<file path="src/rtl/alu_seq_pkg.sv">
// Shared constants and state encoding for alu_op_sequencer.
// Imported by the sequencer top.
package alu_seq_pkg;

  localparam int CMD_W = 3;

  localparam logic [CMD_W-1:0] CMD_ADD = 3'd0;
  localparam logic [CMD_W-1:0] CMD_SUB = 3'd1;

  typedef enum logic [1:0] {
    IDLE   = 2'd0,
    SETTLE = 2'd1,
    DONE   = 2'd2
  } state_e;

endpackage

</file>
<file path="src/rtl/adder_subtracter.sv">
// Combinational ripple adder/subtracter datapath.
// command=1 inverts b; carryin supplies the +1 of two's complement.
module adder_subtracter #(
  parameter int WIDTH = 32
) (
  input  logic [WIDTH-1:0] a,
  input  logic [WIDTH-1:0] b,
  input  logic             carryin,
  input  logic             command,
  output logic [WIDTH-1:0] sum,
  output logic             carryout,
  output logic             overflow
);

  logic [WIDTH-1:0] bx;

  assign bx = b ^ {WIDTH{command}};

  assign {carryout, sum} = {1'b0, a}
                         + {1'b0, bx}
                         + {{WIDTH{1'b0}}, carryin};

  assign overflow = (a[WIDTH-1] == bx[WIDTH-1])
                  & (sum[WIDTH-1] != a[WIDTH-1]);

endmodule

</file>
<file path="src/rtl/alu_op_sequencer.sv">
// Handshaked front end giving the adder a fixed settle window.
// Define ALU_SEQ_SATURATE_EN to clamp signed-overflow results.
module alu_op_sequencer
  import alu_seq_pkg::*;
#(
  parameter int WIDTH         = 32,
  parameter int SETTLE_CYCLES = 4
) (
  input  logic             clk,
  input  logic             reset,
  input  logic             req_valid,
  output logic             req_ready,
  input  logic [WIDTH-1:0] req_a,
  input  logic [WIDTH-1:0] req_b,
  input  logic [CMD_W-1:0] req_cmd,
  output logic             rsp_valid,
  input  logic             rsp_ready,
  output logic [WIDTH-1:0] rsp_result,
  output logic             rsp_carryout,
  output logic             rsp_overflow,
  output logic             rsp_zero,
  output logic             rsp_error
);

  localparam logic [3:0] CNT_LOAD = 4'(SETTLE_CYCLES - 1);

  state_e           state_q;
  logic [3:0]       cnt_q;
  logic [WIDTH-1:0] a_q;
  logic [WIDTH-1:0] b_q;
  logic [CMD_W-1:0] cmd_q;
  logic             req_ready_q;
  logic             rsp_valid_q;
  logic [WIDTH-1:0] res_q;
  logic             carry_q;
  logic             ovf_q;
  logic             zero_q;
  logic             err_q;

  logic             is_sub;
  logic             legal;
  logic [WIDTH-1:0] alu_sum;
  logic             alu_cout;
  logic             alu_ovf;
  logic [WIDTH-1:0] res_d;
  logic             carry_d;
  logic             ovf_d;
  logic             zero_d;
  logic             err_d;

  assign is_sub = (cmd_q == CMD_SUB);
  assign legal  = (cmd_q == CMD_ADD) | is_sub;

  adder_subtracter #(
    .WIDTH (WIDTH)
  ) u_alu (
    .a        (a_q),
    .b        (b_q),
    .carryin  (is_sub),
    .command  (is_sub),
    .sum      (alu_sum),
    .carryout (alu_cout),
    .overflow (alu_ovf)
  );

  always_comb begin
    res_d = alu_sum;
`ifdef ALU_SEQ_SATURATE_EN
    // Wrapped MSB=1 means the true result was positive.
    if (alu_ovf) begin
      res_d = alu_sum[WIDTH-1]
            ? {1'b0, {(WIDTH-1){1'b1}}}
            : {1'b1, {(WIDTH-1){1'b0}}};
    end
`endif
    if (!legal) res_d = '0;
    carry_d = legal & alu_cout;
    ovf_d   = legal & alu_ovf;
    zero_d  = legal & (res_d == '0);
    err_d   = ~legal;
  end

  always_ff @(posedge clk or posedge reset) begin
    if (reset) begin
      state_q     <= IDLE;
      cnt_q       <= '0;
      a_q         <= '0;
      b_q         <= '0;
      cmd_q       <= '0;
      req_ready_q <= 1'b1;
      rsp_valid_q <= 1'b0;
      res_q       <= '0;
      carry_q     <= 1'b0;
      ovf_q       <= 1'b0;
      zero_q      <= 1'b0;
      err_q       <= 1'b0;
    end else begin
      unique case (state_q)
        IDLE: begin
          if (req_valid) begin
            a_q         <= req_a;
            b_q         <= req_b;
            cmd_q       <= req_cmd;
            cnt_q       <= CNT_LOAD;
            req_ready_q <= 1'b0;
            state_q     <= SETTLE;
          end
        end
        SETTLE: begin
          if (cnt_q == '0) begin
            res_q       <= res_d;
            carry_q     <= carry_d;
            ovf_q       <= ovf_d;
            zero_q      <= zero_d;
            err_q       <= err_d;
            rsp_valid_q <= 1'b1;
            state_q     <= DONE;
          end else begin
            cnt_q <= cnt_q - 4'd1;
          end
        end
        DONE: begin
          if (rsp_ready) begin
            rsp_valid_q <= 1'b0;
            req_ready_q <= 1'b1;
            state_q     <= IDLE;
          end
        end
        default: begin
          rsp_valid_q <= 1'b0;
          req_ready_q <= 1'b1;
          state_q     <= IDLE;
        end
      endcase
    end
  end

  assign req_ready    = req_ready_q;
  assign rsp_valid    = rsp_valid_q;
  assign rsp_result   = res_q;
  assign rsp_carryout = carry_q;
  assign rsp_overflow = ovf_q;
  assign rsp_zero     = zero_q;
  assign rsp_error    = err_q;

endmodule
</file>
<file path="config.mk">
export PLATFORM = sky130hd
export DESIGN_NAME = alu_op_sequencer
export DESIGN_NICKNAME = d
export VERILOG_FILES = /design/src/rtl/alu_seq_pkg.sv /design/src/rtl/adder_subtracter.sv /design/src/rtl/alu_op_sequencer.sv
export SDC_FILE = /design/constraint.sdc
export NUM_CORES = 1
export LEC_CHECK = 0
export ABC_AREA = 1
export CAP_MARGIN = 40
export CELL_PAD_IN_SITES_DETAIL_PLACEMENT = 0
export CELL_PAD_IN_SITES_GLOBAL_PLACEMENT = 1
export CORE_ASPECT_RATIO = 0.75
export CORE_MARGIN = 2
export CORE_UTILIZATION = 43
export CTS_BUF_LIST = sky130_fd_sc_hd__clkbuf_2
export CTS_CLUSTER_DIAMETER = 80
export DETAILED_ROUTE_END_ITERATION = 8
export PLACE_DENSITY = 0.86
export SLEW_MARGIN = 30
export SYNTH_ARGS = -nofsm -noshare
export SYNTH_HDL_FRONTEND = slang
export SYNTH_SLANG_ARGS = --single-unit
</file>
<file path="constraint.sdc">
create_clock -name clk -period 9.32 [get_ports clk]
set_clock_uncertainty 0.1 [all_clocks]
set_input_delay 2.33 -clock clk [delete_from_list [all_inputs] [get_ports clk]]
set_output_delay 2.33 -clock clk [all_outputs]
set_load 0.02 [all_outputs]
</file>
== Word-level counts from Yosys, hierarchy flattened ==
Index checks and enable logic that the tools add are counted.
W data, S select, Z words.

* Flip-flop bits (word level): 111
* Latch bits: 0
* Memory bits (writable): 0
* ROM bits: 0
* Output and inout bits: 38
* Memories: 0

* Add/sub/neg operators: 3
* Multiply operators: 0
* Divide/modulo/power cells: 0
* $lt $le $gt $ge: 0
* Eq/ne operators: 9
* Shift-type cells: 0
* Muxes and demuxes: 14
* Bitwise logic cells: 9
* Reductions and logical operators: 11

{| class="wikitable"
|+ Operators with widths
! cell !! number
|-
| $add A32 B32 Y33 || 1
|-
| $add A33 B1 Y33 || 1
|-
| $logic_not A32 Y1 || 1
|-
| $mux W32 || 1
|-
| $xor A32 B32 Y32 || 1
|-
| $reduce_and A3 Y1 || 4
|-
| $mux W4 || 2
|-
| $ne A2 B2 Y1 const B || 4
|-
| $pmux W4 S2 || 1
|-
| $mux W2 || 3
|-
| $pmux W1 S3 || 2
|-
| $pmux W2 S3 || 1
|-
| $and A1 B1 Y1 || 4
|-
| $logic_not A4 Y1 || 1
|-
| $mux W1 || 4
|-
| $reduce_and A2 Y1 || 2
|-
| $sub A4 B1 Y4 const B || 1
|-
| $eq A3 B1 Y1 const B || 1
|-
| $logic_not A3 Y1 || 1
|-
| $not A1 Y1 || 3
|-
| $eq A2 B1 Y1 const B || 1
|-
| $eq A2 B2 Y1 const B || 1
|-
| $logic_not A2 Y1 || 1
|-
| $reduce_bool A2 Y1 || 1
|-
| 3 further kinds || 3
|}

== Depth between registers and ports, before layout ==
* Word-level depth: 7
* Depth in mapped cells: 23
* Gate-level depth less buffers: 23

== Modules after synthesis ==
Synthesis repeated with hierarchy kept, for this count alone.

* Cells, all modules: 984
* Area total of the unflattened synthesis: 7,073.0 µm²

{| class="wikitable"
|+ Modules (own cells, without submodules)
! module !! instances !! cells each !! area each (µm²) !! sequential area each (µm²)
|-
| alu_op_sequencer || 1 || 515 || 4,460.5 || 2,778.9
|-
| adder_subtracter || 1 || 469 || 2,612.5 || 0.0
|}

== Worst setup path after synthesis ==
OpenSTA, ideal clock, no wires.

* Path kind: input -> register
* From: in req_valid
* To: reg a_q[30]
* Setup time: 0.066 ns
* Arrival: 3.206 ns
* Data required time: 9.154 ns
* Path slack: 5.949 ns
* Stages: 6
* Path buffers: 2
* Cell sequence: nand2_1 -> inv_2 -> clkbuf_1 -> buf_1 -> nand2_1 -> nand2_1

* Word-level cells in the longest chain between the ends: 1

{| class="wikitable"
|+ Ends and longest elaborated chain
! element !! RTL line !! source
|-
| start: declaration || alu_op_sequencer.sv:11 || <nowiki>input logic req_valid,</nowiki>
|-
| $reduce_and A2 Y1 (no line) || - ||
|-
| end signal: assignment || alu_op_sequencer.sv:101 || <nowiki>a_q <= req_a;</nowiki>
|-
| end: declaration || alu_op_sequencer.sv:29 || <nowiki>logic [WIDTH-1:0] a_q;</nowiki>
|}

Every way passes these cells.
A chain may end at the register's enable or synchronous reset.

== Worst setup path in the final report ==
* From: reg req_ready_q, in the netlist req_ready
* To: out req_ready

{| class="wikitable"
|+ RTL lines
! element !! RTL line !! source
|-
| start: declaration || alu_op_sequencer.sv:32 || <nowiki>logic req_ready_q;</nowiki>
|-
| start signal: assignment || alu_op_sequencer.sv:90 || <nowiki>req_ready_q <= 1'b1;</nowiki>
|-
| start signal: assignment || alu_op_sequencer.sv:105 || <nowiki>req_ready_q <= 1'b0;</nowiki>
|-
| start signal: assignment || alu_op_sequencer.sv:125 || <nowiki>req_ready_q <= 1'b1;</nowiki>
|-
| end: declaration || alu_op_sequencer.sv:12 || <nowiki>output logic req_ready,</nowiki>
|}

No word-level cell between the ends.

==> results.json <==
{
  "die_w_um": 153,
  "die_h_um": 116,
  "cts_root_buf": "clkbuf_2",
  "async_reset_ff_frac": 1.00,
  "postRouteAntennaNets": 0,
  "met2_usage": 0.291,
  "hold_path_class": "flip-flop to flip-flop",
  "synth_fp_nets": 1146,
  "initial_core_util": 0.443,
  "critPathKind": "flip-flop to output pin",
  "cts_hold_buffers": 0,
  "maxCapViolations": 0,
  "critPathMaxStageDelay_ps": 600,
  "grt_pass1_wl_mm": 30.6,
  "dr.pass1.iters": 5,
  "vias_per_cell": 4.80,
  "crit_family": "flip-flops",
  "synth_warnings": 0,
  "cts_buffers": 9,
  "place.gp.congestion": 0.898,
  "multi_input_area_um2": 3760,
  "grtUsageTotal": 0.218,
  "syn_area_um2": 7170,
  "final_hold_viol_count": 0,
  "synth_ff_type": "dfrtp_1",
  "drtIter0Drc": 344,
  "cts_tree": "yes",
  "synth-seq-cells": 111,
  "synthCells": 1034,
  "core_um2": 16200,
  "antenna_found_initial": 0,
  "worstMarginPinSlew_ps": 722,
  "crit_path_max_fanout": 2,
  "syn_avg_cell_area_um2": 6.93,
  "area.sequential_um2": 2780,
  "grt_pass1_vias": 5986,
  "grt_overflow": 0,
  "dp_cells": 1331,
  "setup_viol": 0,
  "io_pins": 109,
  "hpwl_mm": 14.5,
  "vias": 6462,
  "antenna_cells": 0,
  "setup_tns_ps": 0,
  "max_freq_ghz": 0.234,
  "area_delta_synth_final_pct": 20.1,
  "cts_resized": 0,
  "cts_max_level": 3,
  "cts_buffer_depth": 2,
  "clock_sinks": 111,
  "critPathSlowestCell": "dfstp_2",
  "slew-limit-headroom": 0.519,
  "drive_gt1_frac": 0.0466,
  "numPortBuffers": 108,
  "worst_ep_required_time_ps": 6890,
  "fin_nets": 1244,
  "drt-total-wl_mm": 18.4,
  "rsz0062_at_grt": "no",
  "cts_setup_buffers": 0,
  "crit_chain": "clkdlybuf4s50_1",
  "crit_arrival_ps": 1850,
  "status": "completed",
  "ys_types": 36,
  "yosysSeqAreaShare": 0.388,
  "rows": 40,
  "dieArea_um2": 17700,
  "met3_usage": 0.0479,
  "grt_use_met1": 0.354,
  "wl_per_cell_um": 13.6,
  "stdcell_count": 1347,
  "drv_slew": 0,
  "num-fill-cells": 1661,
  "top_usage_layer": "met1",
  "cts.clk_slew.worst_paths_ps": 290,
  "cp-end-kind": "output pin",
  "fin_crit_sh": 0.459,
  "startpoint_type": "flip-flop",
  "min_period_ps": 4280,
  "synth_edf_count": 0,
  "clk_latency_ps": 660,
  "grt_max_degree": 80,
  "critPathBufInv": 1,
  "drc": 0
}
[stage by stage]
stage | area (µm²) | util | setup slack, ps | hold slack (ps)
global route | 8610 | 0.533 | 4930 | 427
floorplan | 7170 | - | 3960 | 355
finish | 8610 | 0.533 | 5040 | 403
global placement | 8450 | 0.523 | 4770 | 364
CTS | 8610 | 0.533 | 4950 | 406
detailed placement | 8460 | 0.523 | 4760 | 370
[logic make-up after synthesis]
| family | Yosys count | share of synthesized area |
|---|---|---|
| compound gates | 105 | 0.0766 |
| xor+xnor | 33 | 0.0403 |
| fa+ha+maj | 41 | 0.0726 |
| buf+inv | 170 | 0.0894 |
| flops | 111 | 0.388 |
| simple gates | 574 | 0.333 |
[worst register-to-register path, stage by stage, from the launching register on]
cell and delay, ps:
dfrtp_1 440, inv_1 120, nand3_4 480, nand2_2 290, and2_1 150, inv_1 40, fa_1 440, inv_1 110
nand3_1 100, nand2_2 150, nand2_1 80, nand2_1 130, nand2_1 100, nand3_1 110, nand2_1 70, nand2_1 60
nand2_1 50, a21oi_1 240, nor3_1 100, nand2_1 80, nand2_1 50
[final cells by class]
cell class | count | area share
multi-input combinational | 753 | 0.436
sequential | 111 | 0.323
timing repair buffer | 113 | 0.130
inverter | 144 | 0.0631
tap | 210 | 0.0305
clock inverter | 7 | 0.0121
clock buffer | 9 | 0.00523
[synthesized netlist by cell type (2+ instances only)]
cell type	count	share of area
o21ai_1	2	0.0014
buf_2	2	0.0014
xor2_1	17	0.021
nand3b_1	10	0.010
nor2_2	4	0.0035
nand3_2	5	0.0070
buf_1	6	0.0031
nand2_2	12	0.010
nand3_1	57	0.040
nand4_1	7	0.0061
nand2_1	400	0.21
o21bai_1	2	0.0021
inv_2	4	0.0021
a31oi_1	3	0.0026
clkbuf_1	18	0.0094
o21ai_0	61	0.043
xnor2_1	16	0.020
o31ai_1	2	0.0021
nor2_1	63	0.033
dfrtp_1	110	0.38
a21oi_1	31	0.022
inv_1	139	0.073
nor3_1	11	0.0077
ha_1	40	0.070
[layout by cell type, fill, tap and decap left out, types with 16 or more instances in the layout]
master           count
ha_1                40
a21oi_1             31
dfrtp_1            110
nand2_1            400
inv_1              138
xnor2_1             16
nor2_1              63
nand3_1             57
xor2_1              17
o21ai_0             61
clkdlybuf4s50_1    108
[registers in the layout, summed over array words and instances, names as in the netlist, 2 cells and up]
register / flops
state_q: 2
a_q: 32
b_q: 32
rsp_result: 32
cmd_q: 3
cnt_q: 4
[per-layer routing]
layer | part of all wire | wire (µm) | vias up
met2 | 0.37 | 6750 | 187
met5 | 0 | 0 | -
met4 | 0.0090 | 165 | 0
met3 | 0.068 | 1240 | 12
met1 | 0.56 | 10200 | 2870
li1 | - | - | 3393
[path summary, 6_finish.rpt]
| kind | startpoint | to | slack, ps | cells after the start |
|---|---|---|---|---|
| worst max register to register | cmd_q[2] | rsp_zero | 5760 | 20 |
| min in group asynchronous | reset | state_q[0] | 1990 | 2 |
| max in group asynchronous | reset | rsp_result[14] | 5980 | 3 |
| worst min-delay path | req_ready | req_ready | 400 | 2 |
| worst max-delay path | req_ready | req_ready | 5040 | 1 |
| worst min register to register | req_ready | req_ready | 400 | 2 |
Power is left out: the tool's default activity adds up to more than one toggle a clock period on the data nets, which glitch-free logic cannot reach.
